File: config.mk
export PLATFORM = sky130hd
export DESIGN_NAME = csa_accumulator
export DESIGN_NICKNAME = d
export VERILOG_FILES = /design/src/rtl/csa_pkg.sv /design/src/rtl/csa_accumulator_3to2.sv /design/src/rtl/csa_accumulator.sv
export SDC_FILE = /design/constraint.sdc
export NUM_CORES = 1
export LEC_CHECK = 0
export ABC_AREA = 0
export BUFFER_PORTS_ARGS = -buffer_cell sky130_fd_sc_hd__buf_2
export CORE_MARGIN = 2
export CORE_UTILIZATION = 34
export DETAILED_ROUTE_END_ITERATION = 8
export PLACE_DENSITY_LB_ADDON = 0.15
export SLEW_MARGIN = 20
export SYNTH_ARGS = -nofsm -noshare
export SYNTH_HDL_FRONTEND = slang
export SYNTH_HIERARCHICAL = 1
export SYNTH_SLANG_ARGS = --single-unit
File: constraint.sdc
create_clock -name clk -period 3.3 [get_ports clk]
set_clock_uncertainty 0.2 [all_clocks]
set_input_delay 0 -clock clk [delete_from_list [all_inputs] [get_ports clk]]
set_output_delay 0 -clock clk [all_outputs]
set_load 0.01 [all_outputs]
File: src/rtl/csa_pkg.sv
// Shared types and elaboration-time helpers for the carry-save accumulator.
package csa_pkg;

  typedef enum logic [1:0] {
    IDLE    = 2'd0,
    ACC     = 2'd1,
    RESOLVE = 2'd2,
    HOLD    = 2'd3
  } state_t;

  // Ceiling log2; clog2(1) = 0.
  function automatic int clog2(input int value);
    int r;
    r = 0;
    while ((1 << r) < value) r++;
    return r;
  endfunction

  function automatic int acc_w(input int n, input int max_ops);
    return n + clog2(max_ops);
  endfunction

  function automatic int cnt_w(input int max_ops);
    return clog2(max_ops) + 1;
  endfunction

  function automatic int res_cyc(input int width, input int chunk);
    return (width + chunk - 1) / chunk;
  endfunction

endpackage

File: src/rtl/csa_accumulator_3to2.sv
// csa_3to2: bitwise 3:2 compressor; cy is the unshifted majority vector.
module csa_3to2 #(
  parameter int W = 36
) (
  input  logic [W-1:0] a,
  input  logic [W-1:0] b,
  input  logic [W-1:0] c,
  output logic [W-1:0] s,
  output logic [W-1:0] cy
);

  assign s  = a ^ b ^ c;
  assign cy = (a & b) | (a & c) | (b & c);

endmodule

File: src/rtl/csa_accumulator.sv
// csa_accumulator: framed carry-save accumulator with a chunked final carry-propagate add.
// Optional macro CSA_ACC_OVF_EN adds an ovf output flagging frames closed by the implied last.
module csa_accumulator
  import csa_pkg::*;
#(
  parameter int N       = 32,
  parameter int MAX_OPS = 16,
  parameter int CHUNK   = 8,
  localparam int ACC_W  = acc_w(N, MAX_OPS)
) (
  input  logic             clk,
  input  logic             rst_n,
  input  logic             in_valid,
  output logic             in_ready,
  input  logic [N-1:0]     in1,
  input  logic             in_last,
  output logic             out_valid,
  input  logic             out_ready,
  output logic [ACC_W-1:0] sum
`ifdef CSA_ACC_OVF_EN
  ,
  output logic             ovf
`endif
);

  localparam int CNT_W   = cnt_w(MAX_OPS);
  localparam int RES_CYC = res_cyc(ACC_W, CHUNK);
  localparam int PAD_W   = RES_CYC * CHUNK;
  localparam int K_W     = clog2(RES_CYC + 1);

  localparam logic [K_W-1:0]   K_LAST   = K_W'(RES_CYC);
  localparam logic [CNT_W-1:0] CNT_LAST = CNT_W'(MAX_OPS - 1);

  state_t             state_q, state_d;
  logic [ACC_W-1:0]   s_q, c_q, x, s_nxt, cy;
  logic [CNT_W-1:0]   count_q;
  logic [K_W-1:0]     k_q;
  logic               carry_q;
  logic [PAD_W-1:0]   res_q, s_pad, c_pad;
  logic [CHUNK:0]     chunk_total;
  logic               implied_last;

  assign x            = ACC_W'(in1);
  assign implied_last = (count_q == CNT_LAST);

  csa_3to2 #(.W(ACC_W)) u_csa (
    .a  (s_q),
    .b  (c_q),
    .c  (x),
    .s  (s_nxt),
    .cy (cy)
  );

  // Zero padding above ACC_W masks the top chunk to the accumulator width.
  assign s_pad = PAD_W'(s_q);
  assign c_pad = PAD_W'(c_q);

  always_comb begin
    chunk_total = {1'b0, s_pad[k_q*CHUNK +: CHUNK]}
                + {1'b0, c_pad[k_q*CHUNK +: CHUNK]}
                + {{CHUNK{1'b0}}, carry_q};
  end

  always_comb begin
    // NOTE: every signal driven here gets a default first, so no path infers a latch.
    state_d   = state_q;
    in_ready  = 1'b0;
    out_valid = 1'b0;
    unique case (state_q)
      IDLE: begin
        in_ready = 1'b1;
        if (in_valid) state_d = in_last ? RESOLVE : ACC;
      end
      ACC: begin
        in_ready = 1'b1;
        if (in_valid && (in_last || implied_last)) state_d = RESOLVE;
      end
      RESOLVE: begin
        if (k_q == K_LAST) state_d = HOLD;
      end
      HOLD: begin
        out_valid = 1'b1;
        if (out_ready) state_d = IDLE;
      end
      default: state_d = IDLE;
    endcase
  end

  // NOTE: sequential state uses non-blocking assignments so every register samples pre-edge values.
  always_ff @(posedge clk or negedge rst_n) begin
    if (!rst_n) state_q <= IDLE;
    else        state_q <= state_d;
  end

  always_ff @(posedge clk or negedge rst_n) begin
    if (!rst_n) begin
      s_q     <= '0;
      c_q     <= '0;
      count_q <= '0;
      k_q     <= '0;
      carry_q <= 1'b0;
      res_q   <= '0;
      sum     <= '0;
`ifdef CSA_ACC_OVF_EN
      ovf     <= 1'b0;
`endif
    end else begin
      unique case (state_q)
        IDLE: begin
          if (in_valid) begin
            s_q     <= x;
            c_q     <= '0;
            count_q <= CNT_W'(1);
            k_q     <= '0;
            carry_q <= 1'b0;
          end
        end
        ACC: begin
          if (in_valid) begin
            s_q     <= s_nxt;
            c_q     <= cy << 1;
            count_q <= count_q + CNT_W'(1);
`ifdef CSA_ACC_OVF_EN
            ovf     <= implied_last && !in_last;
`endif
          end
        end
        RESOLVE: begin
          if (k_q == K_LAST) begin
            sum <= ACC_W'(res_q);
          end else begin
            res_q[k_q*CHUNK +: CHUNK] <= chunk_total[CHUNK-1:0];
            carry_q                   <= chunk_total[CHUNK];
            k_q                       <= k_q + K_W'(1);
          end
        end
        HOLD: begin
          if (out_ready) begin
            count_q <= '0;
`ifdef CSA_ACC_OVF_EN
            ovf     <= 1'b0;
`endif
          end
        end
        default: ;
      endcase
    end
  end

endmodule

==> metrics.yaml <==
cp_max_fo: 4
drtIter0Drc: 284
setup_slack_ns: 0.125
crit-reg2reg-launch: "k_q[0]"
place_area_um2: 8730
gp_congestion: 0.816
async_reset_ff_frac: 1.00
avgViaCountPerCell: 5.08
yosys-top-cells-count: "dfrtp_1 (154), nand2_1 (72), a22o_1 (57), o21ai_0 (51), mux2_2 (43)"
rows: 55
post-dp-hpwl_mm: 13.9
cts_tree: "done"
p_sw_mw: 3.72
core_area_um2: 22800
p_leak_nw: 4.57
layout-drive-gt1-share: 0.265
ys.flop_type: "dfrtp_1"
cts.reportedPaths.clkPinSlew_ns: 0.07
rr_endpoint: "res_q[6]"
grt-ovfl-total: 0
finalSetupViolCount: 0
path_class: "reg2reg"
fp.dieW_um: 157
crit_required_ns: 3.47
place_ws_ns: 0.0828
grt_pass1_vias: 5640
cp_top_family: "adder cells"
cp-startpoint: "k_q[0]"
pwr-share-clk: 0.211
maxCapViolations: 0
hp-class: "in2async"
seqPwrFrac: 0.359
relSlewSlack: 0.532
crit_chain: "mux4_2, nand2_1, nand2_1, fa_1, fa_1, a21oi_2, o22ai_1, o21a_1, o21ba_2, mux2_2"
end_kind: "flip-flop"
powerDensity_nw_per_um2: 949
yosys.area.top_type: "dfrtp_1"
p_int_mw: 5.50
start_kind: "flip-flop"
fin_crit_sh: 0.962
crit_slowest_cell: "mux4_2"
arrival_ns: 3.35
gr-usage-all-layers: 0.171
tns_ns: 0
syn_area_per_cell_um2: 12.7
fin_area_um2: 9710
dieArea_um2: 24600
cts_max_path_buffers: 2
cts.sinks: 154
io_pins: 75
io_buffers: 74
rsz0062_at_grt: "no"
vias: 5425
synth_edf_count: 0
r2r_cells: 10
ir_drop_mv: 0.441
clockRootBuffer: "clkbuf_16"
clk_latency_ns: 0.44
critPathBufInv: 0
rrSetupSlack_ns: 0.12
antenna_left: 0
fin_crit_ns: 3.18
hold_viol: 0
fin_nets: 836
netlist_area_um2: 7940
yosysTopAreaCellShare: 0.485
grt_max_degree: 104
wl_per_cell_um: 18.4
synth_seq_cells: 154
first_pass_iters: 5
antenna_found_initial: 0
synthCells: 625
drcViolationCount: 0
drt_wl_total_mm: 19.6
synth_area_leaders: "dfrtp_1 (49%), fa_1 (9.6%), a22o_1 (6.3%), mux2_2 (6.1%), mux2i_1 (4.4%)"
swShare: 0.404
yosysMostFrequentCell: "dfrtp_1"
yosysUniqueCellTypes: 46
syn_to_final_growth_pct: 22.2
start_util: 0.349
pwr-share-comb: 0.430
slew_viol_final: 0
cts_setup_buffers: 0
yosysSeqAreaShare: 0.485
die_h_um: 157
ys_warn_count: 6
antennaDiodeCount: 0
final_core_util: 0.426
numCtsBuffers: 17
h-tree-depth: 4
status: "complete, no violations"
fmax_mhz: 315
grt_pass1_wl_mm: 31.9
tightest_slew_ns: 0.701
max_stage_delay_ns: 0.52
power groups by stage:
stage / combinational, mW / clock [mW] / sequential, mW
finish: 3.97 / 1.95 / 3.31
global route: 4.44 / 2.07 / 3.43
CTS: 4.01 / 1.99 / 3.33
detailed placement: 3.93 / 0 / 3.36
global placement: 3.80 / 0 / 3.34
floorplan: 2.77 / 0 / 3.15
placed cells by master (no fill, tap or decap), types with 17 or more instances in the layout:
cell	n
a22o_1	57
buf_2	73
clkbuf_16	17
dfrtp_1	154
dlygate4sd3_1	36
fa_1	38
ha_1	18
mux2_2	43
mux2i_1	35
nand2_1	71
o21ai_0	51
cell families (layout without fill, tap and decap cells):
family,Yosys count,after routing,share of synthesized area
and+or+nand+nor,125,125,0.0817
muxes,93,93,0.148
AOI/OAI and AO/OA,142,142,0.126
xor gates and xnor gates,4,4,0.00441
other,1,5,0.000472
buffers and inverters,49,175,0.0285
adders and majority gates,57,57,0.126
DFF,154,154,0.485
repair_timing:
action,in CTS,in global routing
hold buffers,37,0
setup endpoints to repair,0,6
endpoints found under the hold margin,194,0
gates resized for setup,0,2
flip-flops by register name, indices dropped and copies added, names as in the netlist:
signal,count
sum,36
carry_q,1
state_q,2
res_q,36
c_q,35
count_q,5
s_q,36
k_q,3
worst register-to-register path, delay by kind of cell, from the launching register on:
kind | cells | cell delay, ns
fa+ha+maj | 2 | 0.88
flops | 1 | 0.41
simple gates | 2 | 0.14
mux | 2 | 0.69
compound gates | 4 | 0.80
how the worst max path moves through the flow:
| stage | to | slack (ns) | cells after the start |
|---|---|---|---|
| floorplan | res_q[6] | 0.007 | 12 |
| global placement | res_q[7] | 0.08 | 9 |
| detailed placement | res_q[7] | 0.08 | 10 |
| CTS | res_q[7] | 0.05 | 10 |
| global route | res_q[6] | 0.001 | 10 |
| finish | res_q[6] | 0.12 | 10 |
final cells by class:
type                            instances  area, um^2
Multi-Input combinational cell        426        3890
Fill cell                            2098       13100
Inverter                               15        56.3
Timing Repair Buffer                  128         933
Clock buffer                           21         470
Tap cell                              313         392
Sequential cell                       154        3850
Clock inverter                         11         111
metal layers:
| layer | part of all wire | up-vias | GRT usage |
|---|---|---|---|
| met4 | 0.019 | 0 | 0.0568 |
| li1 | - | 2496 | - |
| met3 | 0.041 | 26 | 0.0338 |
| met1 | 0.44 | 2761 | 0.224 |
| met2 | 0.50 | 142 | 0.284 |
| met5 | 0 | - | 0 |
stage by stage:
step / total power [mW] / hold slack [ns] / instances
after floorplan: 5.92 / -0.496 / 629
after global placement: 7.14 / -0.128 / 999
after detailed placement: 7.30 / -0.122 / 999
after CTS: 9.34 / 0.0187 / 1068
after global routing: 9.94 / 0.0349 / 1068
final: 9.22 / 0.00836 / 1068
Power figures use the tool's default switching activity.
